--- config.mk ---
export PLATFORM = sky130hd
export DESIGN_NAME = uart_rx
export DESIGN_NICKNAME = d
export VERILOG_FILES = /design/src/rtl/uart_pkg.sv /design/src/rtl/uart_baud_timer.sv /design/src/rtl/uart_rx.sv
export SDC_FILE = /design/constraint.sdc
export NUM_CORES = 1
export LEC_CHECK = 0
export BUFFER_PORTS_ARGS = -buffer_cell sky130_fd_sc_hd__buf_2
export CORE_MARGIN = 10
export CORE_UTILIZATION = 30
export DETAILED_ROUTE_END_ITERATION = 10
export SLEW_MARGIN = 20
export SYNTH_ARGS = -nofsm -noshare
export SYNTH_HDL_FRONTEND = slang
export SYNTH_SLANG_ARGS = --single-unit
--- constraint.sdc ---
create_clock -name clk -period 1.9 [get_ports clk]
set_input_delay 0.095 -clock clk [delete_from_list [all_inputs] [get_ports clk]]
set_output_delay 0.095 -clock clk [all_outputs]
set_load 0.02 [all_outputs]
--- src/rtl/uart_pkg.sv ---
`default_nettype none
// ============================================================================
// Module   : uart_pkg
// Brief    : Shared types and constants for the UART receive path.
// Revision : 1.0 - initial release
// ============================================================================
package uart_pkg;

  typedef enum logic [2:0] {
    IDLE   = 3'd0,
    START  = 3'd1,
    DATA   = 3'd2,
    PARITY = 3'd3,
    STOP   = 3'd4
  } rx_state_t;

  localparam int UART_DATA_BITS        = 8;
  localparam int UART_DEFAULT_BAUD_DIV = 5208;

endpackage
`default_nettype wire

--- src/rtl/uart_baud_timer.sv ---
`default_nettype none
// ============================================================================
// Module   : uart_baud_timer
// Brief    : Bit-period counter producing mid-start and full-bit sample ticks.
// Revision : 1.0 - initial release
// ============================================================================
module uart_baud_timer
  import uart_pkg::*;
#(
  parameter int BAUD_DIV = UART_DEFAULT_BAUD_DIV
) (
  input  logic clk,
  input  logic rst,
  input  logic clear,
  output logic half_tick,
  output logic bit_tick
);

  localparam int HALF  = BAUD_DIV / 2;
  localparam int CNT_W = $clog2(BAUD_DIV);
  localparam logic [CNT_W-1:0] C_HALF_LAST = CNT_W'(HALF - 1);
  localparam logic [CNT_W-1:0] C_BIT_LAST  = CNT_W'(BAUD_DIV - 1);

  logic [CNT_W-1:0] r_cnt;

  // Wrapping at the bit tick keeps cnt within 0..BAUD_DIV-1 at all times.
  always_ff @(posedge clk or negedge rst) begin
    if (!rst) begin
      r_cnt <= '0;
    end else if (clear || bit_tick) begin
      r_cnt <= '0;
    end else begin
      r_cnt <= r_cnt + CNT_W'(1);
    end
  end

  assign half_tick = (r_cnt == C_HALF_LAST);
  assign bit_tick  = (r_cnt == C_BIT_LAST);

endmodule
`default_nettype wire

--- src/rtl/uart_rx.sv ---
`default_nettype none
// ============================================================================
// Module   : uart_rx
// Brief    : 8N1 UART receive framer with mid-bit sampling and pulse outputs.
//            Optional parity checking is enabled with UART_RX_PARITY_EN.
// Revision : 1.0 - initial release
// ============================================================================
module uart_rx
  import uart_pkg::*;
#(
  parameter int BAUD_DIV = UART_DEFAULT_BAUD_DIV
`ifdef UART_RX_PARITY_EN
  , parameter bit PARITY_ODD = 1'b0
`endif
) (
  input  logic                      clk,
  input  logic                      rst,
  input  logic                      rx_in,
  output logic [UART_DATA_BITS-1:0] rx_data,
  output logic                      rx_valid,
  output logic                      frame_err,
  output logic                      busy
`ifdef UART_RX_PARITY_EN
  , output logic                    parity_err
`endif
);

  rx_state_t                 r_state;
  logic                      r_rx_q;
  logic [2:0]                r_bit_idx;
  logic [UART_DATA_BITS-1:0] r_shift;
  logic [UART_DATA_BITS-1:0] r_rx_data;
  logic                      r_rx_valid;
  logic                      r_frame_err;
  logic                      r_busy;
  logic                      w_clear;
  logic                      w_half_tick;
  logic                      w_bit_tick;
`ifdef UART_RX_PARITY_EN
  logic                      r_par_bad;
  logic                      r_parity_err;
  logic                      w_par_exp;

  assign w_par_exp  = (^r_shift) ^ PARITY_ODD;
  assign parity_err = r_parity_err;
`endif

  // Timer is held at zero while idle and restarts on a confirmed start bit.
  assign w_clear = (r_state == IDLE) || ((r_state == START) && w_half_tick);

  uart_baud_timer #(
    .BAUD_DIV (BAUD_DIV)
  ) u_baud_timer (
    .clk       (clk),
    .rst       (rst),
    .clear     (w_clear),
    .half_tick (w_half_tick),
    .bit_tick  (w_bit_tick)
  );

  always_ff @(posedge clk or negedge rst) begin
    if (!rst) begin
      r_state     <= IDLE;
      r_rx_q      <= 1'b1;
      r_bit_idx   <= 3'd0;
      r_shift     <= '0;
      r_rx_data   <= '0;
      r_rx_valid  <= 1'b0;
      r_frame_err <= 1'b0;
      r_busy      <= 1'b0;
`ifdef UART_RX_PARITY_EN
      r_par_bad    <= 1'b0;
      r_parity_err <= 1'b0;
`endif
    end else begin
      r_rx_q      <= rx_in;
      r_rx_valid  <= 1'b0;
      r_frame_err <= 1'b0;
`ifdef UART_RX_PARITY_EN
      r_parity_err <= 1'b0;
`endif
      case (r_state)
        IDLE: begin
          // Requires a high-to-low transition, so a held break never re-arms.
          if (r_rx_q && !rx_in) begin
            r_state <= START;
            r_busy  <= 1'b1;
          end
        end
        START: begin
          if (w_half_tick) begin
            if (!rx_in) begin
              r_state   <= DATA;
              r_bit_idx <= 3'd0;
            end else begin
              r_state <= IDLE;
              r_busy  <= 1'b0;
            end
          end
        end
        DATA: begin
          if (w_bit_tick) begin
            r_shift <= {rx_in, r_shift[UART_DATA_BITS-1:1]};
            if (r_bit_idx == 3'd7) begin
`ifdef UART_RX_PARITY_EN
              r_state <= PARITY;
`else
              r_state <= STOP;
`endif
            end else begin
              r_bit_idx <= r_bit_idx + 3'd1;
            end
          end
        end
`ifdef UART_RX_PARITY_EN
        PARITY: begin
          if (w_bit_tick) begin
            r_par_bad <= (rx_in != w_par_exp);
            r_state   <= STOP;
          end
        end
`endif
        STOP: begin
          if (w_bit_tick) begin
            if (rx_in) begin
`ifdef UART_RX_PARITY_EN
              if (r_par_bad) begin
                r_parity_err <= 1'b1;
              end else begin
                r_rx_data  <= r_shift;
                r_rx_valid <= 1'b1;
              end
`else
              r_rx_data  <= r_shift;
              r_rx_valid <= 1'b1;
`endif
            end else begin
              r_frame_err <= 1'b1;
            end
            r_state <= IDLE;
            r_busy  <= 1'b0;
          end
        end
        default: begin
          r_state <= IDLE;
          r_busy  <= 1'b0;
        end
      endcase
    end
  end

  assign rx_data   = r_rx_data;
  assign rx_valid  = r_rx_valid;
  assign frame_err = r_frame_err;
  assign busy      = r_busy;

endmodule
`default_nettype wire

### Word-level counts from Yosys, hierarchy flattened

Index checks and enable logic that the tools add are counted.

* register bits: 39
* bits of input ports: 3
* logic and storage cells: 62

* add/sub/neg operators: 2
* equal/unequal tests: 14
* multiplexer cells: 24
* bitwise operators: 1
* reductions and logical operators: 12

Operator list (count)
* $mux W3: 9
* $reduce_and A5 Y1: 3
* $add A13 B1 Y13 const B: 1
* $eq A13 B12 Y1 const B: 1
* $eq A13 B13 Y1 const B: 1
* $mux W13: 1
* $pmux W3 S4: 1
* $mux W1: 10
* $ne A2 B2 Y1 const B: 5
* $eq A3 B3 Y1 const B: 2
* $ne A2 B1 Y1 const B: 3
* $pmux W3 S2: 1
* $pmux W1 S4: 1
* $add A3 B1 Y3 const B: 1
* $eq A3 B1 Y1 const B: 1
* $eq A3 B2 Y1 const B: 1
* $logic_not A3 Y1: 1
* $reduce_and A3 Y1: 1
* $logic_and A1 B1 Y1: 2
* $logic_or A1 B1 Y1: 2
* $mux W2: 1
* $reduce_and A2 Y1: 1
* $reduce_bool A2 Y1: 1
* $logic_not A1 Y1: 1
* $not A1 Y1: 1

### Logic depth before layout (Yosys ltp)

Gate-level depths: netlist of run 1.

* depth in word-level cells: 5
* mapped depth: 6

### By module

A second synthesis of run 1 with hierarchy kept.

* cell total of the unflattened synthesis: 153
* area total of the unflattened synthesis: 1851.8 sq um

Modules (own cells, without submodules)
* uart_rx: instances 1, cells each 83, area an instance 1152.4 sq um, seq. area each 651.9 sq um
* uart_baud_timer: instances 1, cells each 70, area an instance 699.4 sq um, seq. area each 325.3 sq um

### Least setup slack after synthesis of run 1

Ideal clock, no wire load.

* kind: flip-flop to flip-flop
* start: reg u_baud_timer.r_cnt[0]
* end: reg r_rx_data[0], in the netlist rx_data[0]
* setup time: 0.125 ns
* arrival: 1.568 ns
* slack: 0.207 ns
* cell stages (with the launch flop): 7
* buffers on the path: 1
* cells stage by stage: dfrtp_1 > ha_1 > nor4b_2 > and4_1 > buf_6 > nand3_4 > mux2_2

* word-level cells in the longest chain between the ends: 2

Ends and longest elaborated chain
* from (decl): line uart_baud_timer.sv:24 `logic [CNT_W-1:0] r_cnt;`
* from (signal assigned): line uart_baud_timer.sv:33 `r_cnt <= r_cnt + CNT_W'(1);`
* $eq A13 B13 Y1: line uart_baud_timer.sv:38 `assign bit_tick = (r_cnt == C_BIT_LAST);`
* $reduce_and A3 Y1 (no line)
* to (signal assigned): line uart_rx.sv:134 `r_rx_data <= r_shift;`
* to (decl): line uart_rx.sv:32 `logic [UART_DATA_BITS-1:0] r_rx_data;`

No other way between the ends.
A chain may end at the register's enable or synchronous reset.

### Final worst setup path of run 1

* start: reg u_baud_timer.r_cnt[0]
* end: reg u_baud_timer.r_cnt[2]

* word-level cells in the longest chain between the ends: 5
* elaborated cells on any way between the ends: 7

Ends and longest elaborated chain
* branches (longest 4 deep; another with $add A13 B1 Y13)
* $mux W13 (*): line uart_baud_timer.sv:30 `end else if (clear || bit_tick) begin`

Every way passes the cells marked *.

==> results of run 1 <==
==> worst max-delay path, stage by stage, from the launching register on <==
cell,delay [ns]
dfrtp_1,0.41
ha_1,0.23
and4bb_2,0.25
a31oi_1,0.36
o31ai_2,0.09
buf_4,0.19
nor2_1,0.12
==> sequential cells by signal, indices dropped and copies added (netlist names), 3 cells and up <==
name                cells
r_bit_idx               3
u_baud_timer.r_cnt     13
r_state                 3
rx_data                 8
r_shift                 8
==> cells in the final DEF, fill, tap and decap left out, types with 2 or more instances in the layout <==
master,instances
nor3_1,2
mux2_2,16
clkinvlp_4,2
nor4b_2,2
inv_1,11
nand3_1,9
and4bb_2,2
dfrtp_1,38
buf_2,13
a32oi_1,2
and2_2,2
nor2_1,18
dlygate4sd3_1,2
nand2_1,6
nand4_1,5
nor4_1,3
a21o_1,2
buf_4,7
ha_1,3
clkbuf_8,5
o22ai_1,2
xor2_1,3
xnor2_1,8
nor3b_1,2
==> area by class of cell <==
cell class,count,area share [%]
sequential,39,45.7
multi-input combinational,104,37.4
clock buffer,5,3.22
timing repair buffer,22,6.44
tap,75,4.39
clock inverter,3,0.937
inverter,11,1.93
==> cell families after synthesis <==
group                    count (synthesis)  synth area share, %
AO/OA/AOI/OAI                           16                 6.94
multiplexers                            16                 9.80
XOR/XNOR                                11                 5.24
flip-flops                              39                 53.1
AND/OR/NAND/NOR                         58                 19.3
buffers and inverters                   14                 3.54
adder cells (fa/ha/maj)                  3                 2.04
==> stage by stage <==
step                cell area (sq um)  power [mW]  utilization, %  hold WS (ns)
CTS                              2140        1.45            36.1         0.219
global placement                 2030       0.880            34.2      -0.00228
detailed placement               2030       0.880            34.2       0.00572
finish                           2140        1.42            36.1         0.207
global route                     2140        1.50            36.1         0.229
floorplan                        1840       0.856               -        -0.201
==> path summary, 6_finish.rpt <==
path                                  startpoint                     to  slack [ns]  cells past startpoint
setup reg to reg           u_baud_timer.r_cnt[0]  u_baud_timer.r_cnt[2]        0.18                      6
hold reg to reg            u_baud_timer.r_cnt[0]  u_baud_timer.r_cnt[0]        0.49                      1
max in group asynchronous                    rst             rx_data[7]        1.07                      3
min in group clk           u_baud_timer.r_cnt[0]  u_baud_timer.r_cnt[0]        0.49                      1
setup / recovery           u_baud_timer.r_cnt[0]  u_baud_timer.r_cnt[2]        0.18                      6
hold / removal                               rst             r_state[1]        0.21                      2
==> layer usage <==
| metal | up-vias | part of all wire [%] |
|---|---|---|
| met5 | - | 0 |
| met4 | 0 | 2.1 |
| met3 | 5 | 4.3 |
| met2 | 21 | 46 |
| met1 | 598 | 48 |
| li1 | 613 | - |
==> power groups by stage <==
stage / clock network [mW] / registers (mW) / logic, mW
after global routing: 0.626 / 0.834 / 0.0366
final: 0.559 / 0.834 / 0.0312
after global placement: 0 / 0.850 / 0.0293
after detailed placement: 0 / 0.850 / 0.0299
after floorplan: 0 / 0.850 / 0.00616
after CTS: 0.588 / 0.834 / 0.0329
==> what timing repair did <==
| item | in CTS | in global routing |
|---|---|---|
| gates resized for setup | 0 | 1 |
| hold buffers | 2 | 0 |
| endpoints found under the hold margin | 13 | 0 |
| setup endpoints to repair | 0 | 8 |
==> summary.md, run 1 <==
| Metric | Value |
|---|---|
| Yosys top cell by area | dfrtp_1 |
| Synthesized net count | 163 |
| Number of remaining DRC errors | 0 |
| Net load switching power | 328 uW |
| DR WL/cell | 13.3 microns |
| Total CTS buffers | 5 |
| Mapped cell area | 0.00184 sq mm |
| Synth Register Bits | 39 |
| GR Overflow Total | 0 |
| Share of post-route cells with drive strength above 1 | 32.1% |
| Core Box Area | 0.00592 sq mm |
| Htree depth | 2 |
| Worst-skew pair later-pin latency | 0.30 ns |
| Post-Place Worst Slack | 0.116 ns |
| M2 GR Usage | 11.2% |
| Placed cell count | 249 |
| CP Data Required Time | 2.12 ns |
| Area grow syn2layout | 16.2% |
| Fin cells | 259 |
| Multi-input logic area | 798 sq um |
| Final #Nets | 189 |
| Die Wd | 98.3 microns |
| Int Power | 1.10 mW |
| Clock power share | 39.3% |
| Combinational power share | 2.2% |
| Root Driver | clkbuf_8 |
| Critical path launch point type | flop |
| Cell variety after synth | 40 |
| Die height | 98.3 microns |
| Final Hold Viols | 0 |
| Global routing usage on met3 | 2.47% |
| Total Wirelength | 3450 microns |
| Clock sink count | 39 |
| Leakage | 1.02 nW |
| Diode count | 0 |
| # fillers | 577 |
| First-pass GRT wire length | 6090 microns |
| Max Cap Viol | 0 |
| CTS tree | yes |
| Routability cong. | 0.777 |
| Setup ws final | 0.175 ns |
| Initial antenna violation count | 0 |
| CP Max Fanout | 13 |
| Iter 0 DRT Violations | 73 |
| Register Area | 977 sq um |
| Arr. time, crit path | 1.95 ns |
| All-Layer GR Usage | 7.55% |
| Clk_skew | 0.00701 ns |
| IO Port Bufs | 13 |
| Syn avg cell area | 11.7 sq um |
| Initial core utilization | 31.1% |
| IO Count | 14 |
| Type of the worst min-delay path | in -> async |
| Slew margin rel. | 68.8% |
| Most frequent cells after synthesis | dfrtp_1 (38), nor2_1 (18), mux2_2 (16), inv_1 (11), nand3_1 (9) |
| Detail Route Antenna Nets | 0 |
| Setup TNS | 0 ns |
| Via Count | 1237 |
| GR peak layer | met2 |
| Pre-Repair DR Iteration Count | 4 |
| Top-count cell post-synth | dfrtp_1 |
| Fin. max-slew vios | 0 |
| Maximum clock insertion buffer count | 2 |
| Worst vdd ir | 273 uV |
| HPWL after detailed placement | 2490 microns |
| Tmin final | 1.72 ns |
| Vias in the first global route | 1250 |
| Die area | 0.00966 sq mm |
| Crit. End Element | flop |
| YS warnings | 0 |
| Fin crit share | 90.8% |
| Fmax | 0.580 GHz |
| M1 GR Usage | 9.35% |
| Seq/Total Area, Yosys | 53.1% |
| RSZ-0062 raised after global routing | false |
| Slew @ Worst Pin | 0.466 ns |
| Syn Inst Count | 157 |
| Part of the power in registers | 58.5% |
| Asr flop ratio synth | 100% |
| Pwr dens | 666 mW/mm^2 |
| CTS clk-pin slew, worst paths | 0.08 ns |
| Final setup viols | 0 |
| Synth area leaders | dfrtp_1 (52%), mux2_2 (9.8%), xnor2_1 (3.8%), nor2_1 (3.7%), nand3_1 (2.4%) |
| Largest net degree at the start of global routing | 28 |
| Via density | 4.78 |
| FP Rows | 28 |
| Post-CTS Setup Bufs | 0 |
| Sw Ratio | 23.0% |
| Share of the synthesized area in the top cell type | 51.7% |
| Most common flop cell mapped by yosys | dfrtp_1 |
| Post-synth EDFFs | 0 |
| Status | finished, final reports clean |
| Worst setup path class | reg -> reg |
(Power assumes the default switching activity.)
==> inputs of run 2 (changes only) <==
--- a/config.mk
+++ b/config.mk
@@ -7,7 +7,7 @@
 export LEC_CHECK = 0
 export BUFFER_PORTS_ARGS = -buffer_cell sky130_fd_sc_hd__buf_2
 export CORE_MARGIN = 10
-export CORE_UTILIZATION = 30
+export CORE_UTILIZATION = 40
 export DETAILED_ROUTE_END_ITERATION = 10
 export SLEW_MARGIN = 20
 export SYNTH_ARGS = -nofsm -noshare
==> run 2 against run 1 <==
  * Utilization up 14 points
  * Clock skew grew 0.00096 ns
  * Final cell count decreased by 5.8%
  * Clock power up 3%
  * Design area is 2.5% higher
  * Critical endpoint is now rx_data[2]
  * Highest routed layer unchanged
  * Via count increased by 6.4%
  * Largest power group unchanged
==> summary.md, run 2 (same netlist as run 1, synthesis figures left out) <==
| Metric | Value |
|---|---|
| Clk_skew | 0.00797 ns (was 0.00701 ns) |
| CP Max Fanout | 9 (was 13) |
| Final setup viols | 0 (unchanged) |
| Diode count | 0 (unchanged) |
| Worst vdd ir | 396 uV (was 273 uV) |
| R2r setup slk | 0.16 ns (was 0.18 ns) |
| CTS clk-pin slew, worst paths | 0.08 ns (about the same) |
| CP Data Required Time | 2.08 ns (was 2.12 ns) |
| Clock power share | 39.9% (was 39.3%) |
| Area grow syn2layout | 19.1% (was 16.2%) |
| Int Power | 1.10 mW (about the same) |
| Setup TNS | 0 ns (unchanged) |
| Slew margin rel. | 44.5% (was 68.8%) |
| Part of the power in registers | 58.0% (was 58.5%) |
| Fin crit share | 91.7% (was 90.8%) |
| Critical path launch point type | flop (unchanged) |
| Pre-Repair DR Iteration Count | 4 (unchanged) |
| Fin cells | 244 (was 259) |
| Type of the worst min-delay path | in -> async (unchanged) |
| Largest net degree at the start of global routing | 40 (was 28) |
| Die area | 0.00771 sq mm (was 0.00966 sq mm) |
| Tmin final | 1.74 ns (was 1.72 ns) |
| Sw Ratio | 23.3% (was 23.0%) |
| Placed cell count | 234 (was 249) |
| RSZ-0062 raised after global routing | false (unchanged) |
| Combinational power share | 2.0% (was 2.2%) |
| Core Box Area | 0.00441 sq mm (was 0.00592 sq mm) |
| Iter 0 DRT Violations | 52 (was 73) |
| Largest Register | u_baud_timer.r_cnt (unchanged) |
| Fin. max-slew vios | 0 (unchanged) |
| Pwr dens | 656 mW/mm^2 (was 666 mW/mm^2) |
| DR WL/cell | 15.2 microns (was 13.3 microns) |
| Number of remaining DRC errors | 0 (unchanged) |
| GR Overflow Total | 0 (unchanged) |
| Htree depth | 2 (unchanged) |
| Most frequent cells in the layout | dfrtp_1 (38), nor2_1 (18), mux2_2 (16) (unchanged) |
| First-pass GRT wire length | 6420 microns (was 6090 microns) |
| Arr. time, crit path | 1.92 ns (was 1.95 ns) |
| Root Driver | clkbuf_8 (unchanged) |
| IO Count | 14 (unchanged) |
| Maximum clock insertion buffer count | 2 (unchanged) |
| Fmax | 0.574 GHz (was 0.580 GHz) |
| Routability cong. | 0.849 (was 0.777) |
| Final #Nets | 197 (was 189) |
| Via density | 5.39 (was 4.78) |
| Max reg flops | 13 (unchanged) |
| Total CTS buffers | 5 (unchanged) |
| IO Port Bufs | 13 (unchanged) |
| Worst setup path class | reg -> reg (unchanged) |
| Share of post-route cells with drive strength above 1 | 34.9% (was 32.1%) |
| Commonest non-fill, non-tap cell in the layout | dfrtp_1 (unchanged) |
| Crit. End Element | flop (unchanged) |
| All-Layer GR Usage | 10.4% (was 7.55%) |
| Total Wirelength | 3710 microns (was 3450 microns) |
| Slew @ Worst Pin | 0.833 ns (was 0.466 ns) |
| Die Wd | 87.8 microns (was 98.3 microns) |
| CTS tree | yes (unchanged) |
| Max Cap Viol | 0 (unchanged) |
| Detail Route Antenna Nets | 0 (unchanged) |
| Clock sink count | 39 (unchanged) |
| Die height | 87.8 microns (was 98.3 microns) |
| Leakage | 1.06 nW (was 1.02 nW) |
| Vias in the first global route | 1403 (was 1250) |
| Initial core utilization | 41.7% (was 31.1%) |
| Net load switching power | 334 uW (was 328 uW) |
| Status | finished, final reports clean (unchanged) |
| Final Hold Viols | 0 (unchanged) |
| HPWL after detailed placement | 2730 microns (was 2490 microns) |
| FP Rows | 24 (was 28) |
| Worst Setup SP | u_baud_timer.r_cnt[1] (was u_baud_timer.r_cnt[0]) |
| Initial antenna violation count | 0 (unchanged) |
| Via Count | 1316 (was 1237) |
| Launch point of the worst reg-to-reg path | u_baud_timer.r_cnt[1] (was u_baud_timer.r_cnt[0]) |
| Worst-skew pair later-pin latency | 0.29 ns (was 0.30 ns) |
run 2: metal layers:
metal / GRT usage, % / wire length, microns / part of all wire (%) / vias up
met3: 4.09 / 197 / 5.3 / 6
met1: 11.5 / 1570 / 42 / 649
met4: 4.35 / 47 / 1.3 / 0
met5: 0 / 0 / 0 / -
met2: 17.3 / 1890 / 51 / 31
li1: - / - / - / 630
run 2: final cells by class:
class / instances / area [sq um]
sequential: 39 / 977
fill: 410 / 2220
timing repair buffer: 30 / 198
multi-input combinational: 104 / 817
clock inverter: 3 / 23.8
inverter: 11 / 41.3
tap: 52 / 65.1
clock buffer: 5 / 68.8
run 2: what timing repair did:
item                                    in CTS  in global routing
hold buffers                                 2                  0
hold endpoints to repair                    39                  0
resized for setup                            2                  2
pin swaps                                    0                  0
setup buffers                                0                  0
endpoints found under the setup margin      14                 10
run 2: stage by stage:
step	area [sq um]	power [mW]	utilization (%)	worst slack, ns	hold WS (ns)
global route	2190	1.49	49.6	0.0294	0.519
global placement	2060	0.877	46.6	0.0222	0.244
floorplan	1840	0.856	-	0.207	-0.201
finish	2190	1.44	49.6	0.158	0.442
CTS	2180	1.46	49.4	0.0873	0.481
detailed placement	2060	0.877	46.6	-0.103	0.251
run 2: power groups by stage:
stage                     clock [mW]  sequential, mW  combinational (mW)
after floorplan                    0           0.850             0.00616
after global placement             0           0.850              0.0271
after detailed placement           0           0.850              0.0275
after CTS                      0.592           0.833              0.0311
after global routing           0.623           0.834              0.0343
final                          0.573           0.834              0.0294
run 2: worst paths after layout:
path                              end  depth (start not counted)
min reg2reg                rx_data[3]                          1
max reg2reg                rx_data[2]                          5
max in group asynchronous  r_shift[2]                          2
min in group clk           rx_data[3]                          1
min                         frame_err                          2
max                        rx_data[2]                          5
run 2: critical path, stage by stage, from the launching register on:
cell     delay (ns)
dfrtp_1        0.37
ha_1           0.20
nor4b_4        0.25
and4_4         0.34
nand3_4        0.16
mux2_2         0.31
==> inputs of run 3 (changes only) <==
--- a/config.mk
+++ b/config.mk
@@ -7,8 +7,9 @@
 export LEC_CHECK = 0
 export BUFFER_PORTS_ARGS = -buffer_cell sky130_fd_sc_hd__buf_2
 export CORE_MARGIN = 10
-export CORE_UTILIZATION = 40
+export CORE_UTILIZATION = 58
 export DETAILED_ROUTE_END_ITERATION = 10
+export PLACE_DENSITY = 0.77
 export SLEW_MARGIN = 20
 export SYNTH_ARGS = -nofsm -noshare
 export SYNTH_HDL_FRONTEND = slang
==> run 3 against run 2 <==
  * Worst setup slack worse by 0.047 ns
  * Worst hold slack worse by 0.081 ns
  * Combinational power hardly changed
  * Final cell count is 3.7% lower
  * Register-to-register slack worse by 0.05 ns
  * Clock-buffer cell count is 1 higher
  * Global-route usage is 3.1 points higher
  * Via count is 2.5% higher
  * Largest power group unchanged
==> summary.md, run 3 (same netlist as run 1, synthesis figures left out) <==
| Metric | Value |
|---|---|
| FP Rows | 20 (was 24) |
| IO Count | 14 (unchanged) |
| R2r setup slk | 0.11 ns (was 0.16 ns) |
| Iter 0 DRT Violations | 113 (was 52) |
| Max reg flops | 13 (unchanged) |
| Fin crit share | 94.1% (was 91.7%) |
| Design Area, Final | 0.00219 sq mm (about the same) |
| Total Wirelength | 3790 microns (was 3710 microns) |
| All-Layer GR Usage | 13.5% (was 10.4%) |
| Share of post-route cells with drive strength above 1 | 35.1% (was 34.9%) |
| DP Area | 0.00203 sq mm (was 0.00206 sq mm) |
| Die height | 76.3 microns (was 87.8 microns) |
| Type of the worst min-delay path | in -> async (unchanged) |
| Worst setup path class | reg -> reg (unchanged) |
| Fin cells | 235 (was 244) |
| Via Count | 1349 (was 1316) |
| First-pass GRT wire length | 6450 microns (was 6420 microns) |
| Maximum clock insertion buffer count | 2 (unchanged) |
| Worst vdd ir | 527 uV (was 396 uV) |
| Placed cell count | 224 (was 234) |
| Launch point of the worst reg-to-reg path | u_baud_timer.r_cnt[1] (unchanged) |
| Crit. End Element | flop (unchanged) |
| RR Endpoint | rx_data[4] (was rx_data[2]) |
| Initial core utilization | 60.2% (was 41.7%) |
| Root Driver | clkbuf_4 (was clkbuf_8) |
| Routability cong. | 0.825 (was 0.849) |
| Die area | 0.00582 sq mm (was 0.00771 sq mm) |
| Number of remaining DRC errors | 0 (unchanged) |
| Pwr dens | 670 mW/mm^2 (was 656 mW/mm^2) |
| Fin. max-slew vios | 0 (unchanged) |
| Setup ws final | 0.111 ns (was 0.158 ns) |
| Final setup viols | 0 (unchanged) |
| Setup TNS | 0 ns (unchanged) |
| IO Port Bufs | 13 (unchanged) |
| RSZ-0062 raised after global routing | false (unchanged) |
| Final #Nets | 196 (was 197) |
| Critical path launch point type | flop (unchanged) |
| Status | finished, final reports clean (unchanged) |
| Slew @ Worst Pin | 0.825 ns (was 0.833 ns) |
| Vias in the first global route | 1315 (was 1403) |
| Largest Register | u_baud_timer.r_cnt (unchanged) |
| Htree depth | 2 (unchanged) |
| HPWL after detailed placement | 2610 microns (was 2730 microns) |
| CP Max Fanout | 9 (unchanged) |
| DR WL/cell | 16.1 microns (was 15.2 microns) |
| Detail Route Antenna Nets | 0 (unchanged) |
| Die Wd | 76.3 microns (was 87.8 microns) |
| Commonest non-fill, non-tap cell in the layout | dfrtp_1 (unchanged) |
| Arr. time, crit path | 2.05 ns (was 1.92 ns) |
| CTS clk-pin slew, worst paths | 0.12 ns (was 0.08 ns) |
| Final Hold Viols | 0 (unchanged) |
| Most frequent cells in the layout | dfrtp_1 (38), nor2_1 (18), mux2_2 (16) (unchanged) |
| Reg2Reg Depth | 5 (unchanged) |
| Pre-Repair DR Iteration Count | 4 (unchanged) |
| Max Cap Viol | 0 (unchanged) |
| Via density | 5.74 (was 5.39) |
| Hold Worst Slack | 0.360 ns (was 0.442 ns) |
| Clock sink count | 39 (unchanged) |
| CP Data Required Time | 2.16 ns (was 2.08 ns) |
| Initial antenna violation count | 0 (unchanged) |
| Diode count | 0 (unchanged) |
| Area grow syn2layout | 19.0% (was 19.1%) |
| Leakage | 1.08 nW (was 1.06 nW) |
| CTS tree | yes (unchanged) |
| Post-Place Worst Slack | -0.125 ns (was -0.103 ns) |
| Worst-skew pair later-pin latency | 0.36 ns (was 0.29 ns) |
| Clk_skew | 0.0111 ns (was 0.00797 ns) |
| Largest net degree at the start of global routing | 40 (unchanged) |
| Tmin final | 1.79 ns (was 1.74 ns) |
| Slew margin rel. | 45.0% (was 44.5%) |
| Total CTS buffers | 5 (unchanged) |
| GR Overflow Total | 0 (unchanged) |
| Core Box Area | 0.00305 sq mm (was 0.00441 sq mm) |
| Fmax | 0.559 GHz (was 0.574 GHz) |
run 3: metrics by stage:
| step | power [mW] | utilization [%] |
|---|---|---|
| after floorplan | 0.856 | - |
| after global placement | 0.876 | 66.6 |
| after detailed placement | 0.878 | 66.6 |
| after CTS | 1.48 | 70.5 |
| after global routing | 1.52 | 71.7 |
| final | 1.47 | 71.7 |
run 3: worst max-delay path by stage:
stage	startpoint	endpoint	slack, ns	cells after the start
3_5_place_dp	u_baud_timer.r_cnt[6]	u_baud_timer.r_cnt[11]	-0.12	4
2_1_floorplan	u_baud_timer.r_cnt[0]	rx_data[0]	0.21	6
6_report	u_baud_timer.r_cnt[1]	rx_data[4]	0.11	5
3_3_place_gp	u_baud_timer.r_cnt[6]	u_baud_timer.r_cnt[8]	-0.009	4
5_1_grt	u_baud_timer.r_cnt[1]	rx_data[6]	0.02	5
4_1_cts	u_baud_timer.r_cnt[1]	rx_data[4]	0.08	5
run 3: final cells by class:
cell class              count  area (sq um)
flip-flops and latches     39           977
fillers                   230           865
multi-input cells         104           822
repair buffers             29           203
well taps                  44          55.1
clock buffers               6          51.3
inverters                  11          41.3
clock inverters             2          38.8
run 3: routing by layer:
metal	wire (microns)	track usage, %	up-vias
li1	-	-	625
met1	1620	16.1	674
met2	1860	21.2	45
met3	260	5.19	5
met4	51	5.39	0
met5	0	0	-
run 3: worst max-delay path, cell delays in order, from the launching register on:
cell and delay [ns]:
dfrtp_1 0.39, ha_1 0.20, nor4b_2 0.26, and4_2 0.36, nand3_4 0.17, mux2_2 0.31
run 3: what timing repair did:
item	in CTS	in global routing
pin swaps	0	1
hold endpoints to repair	39	0
setup endpoints to repair	13	23
gates resized for setup	1	3
gates cloned	0	0
hold buffers	2	0
setup buffers	0	1
run 3: power by group:
group          internal, mW  switching, mW  total, mW
logic               0.00767         0.0220     0.0297
registers             0.833        0.00149      0.834
clock network         0.318          0.286      0.603
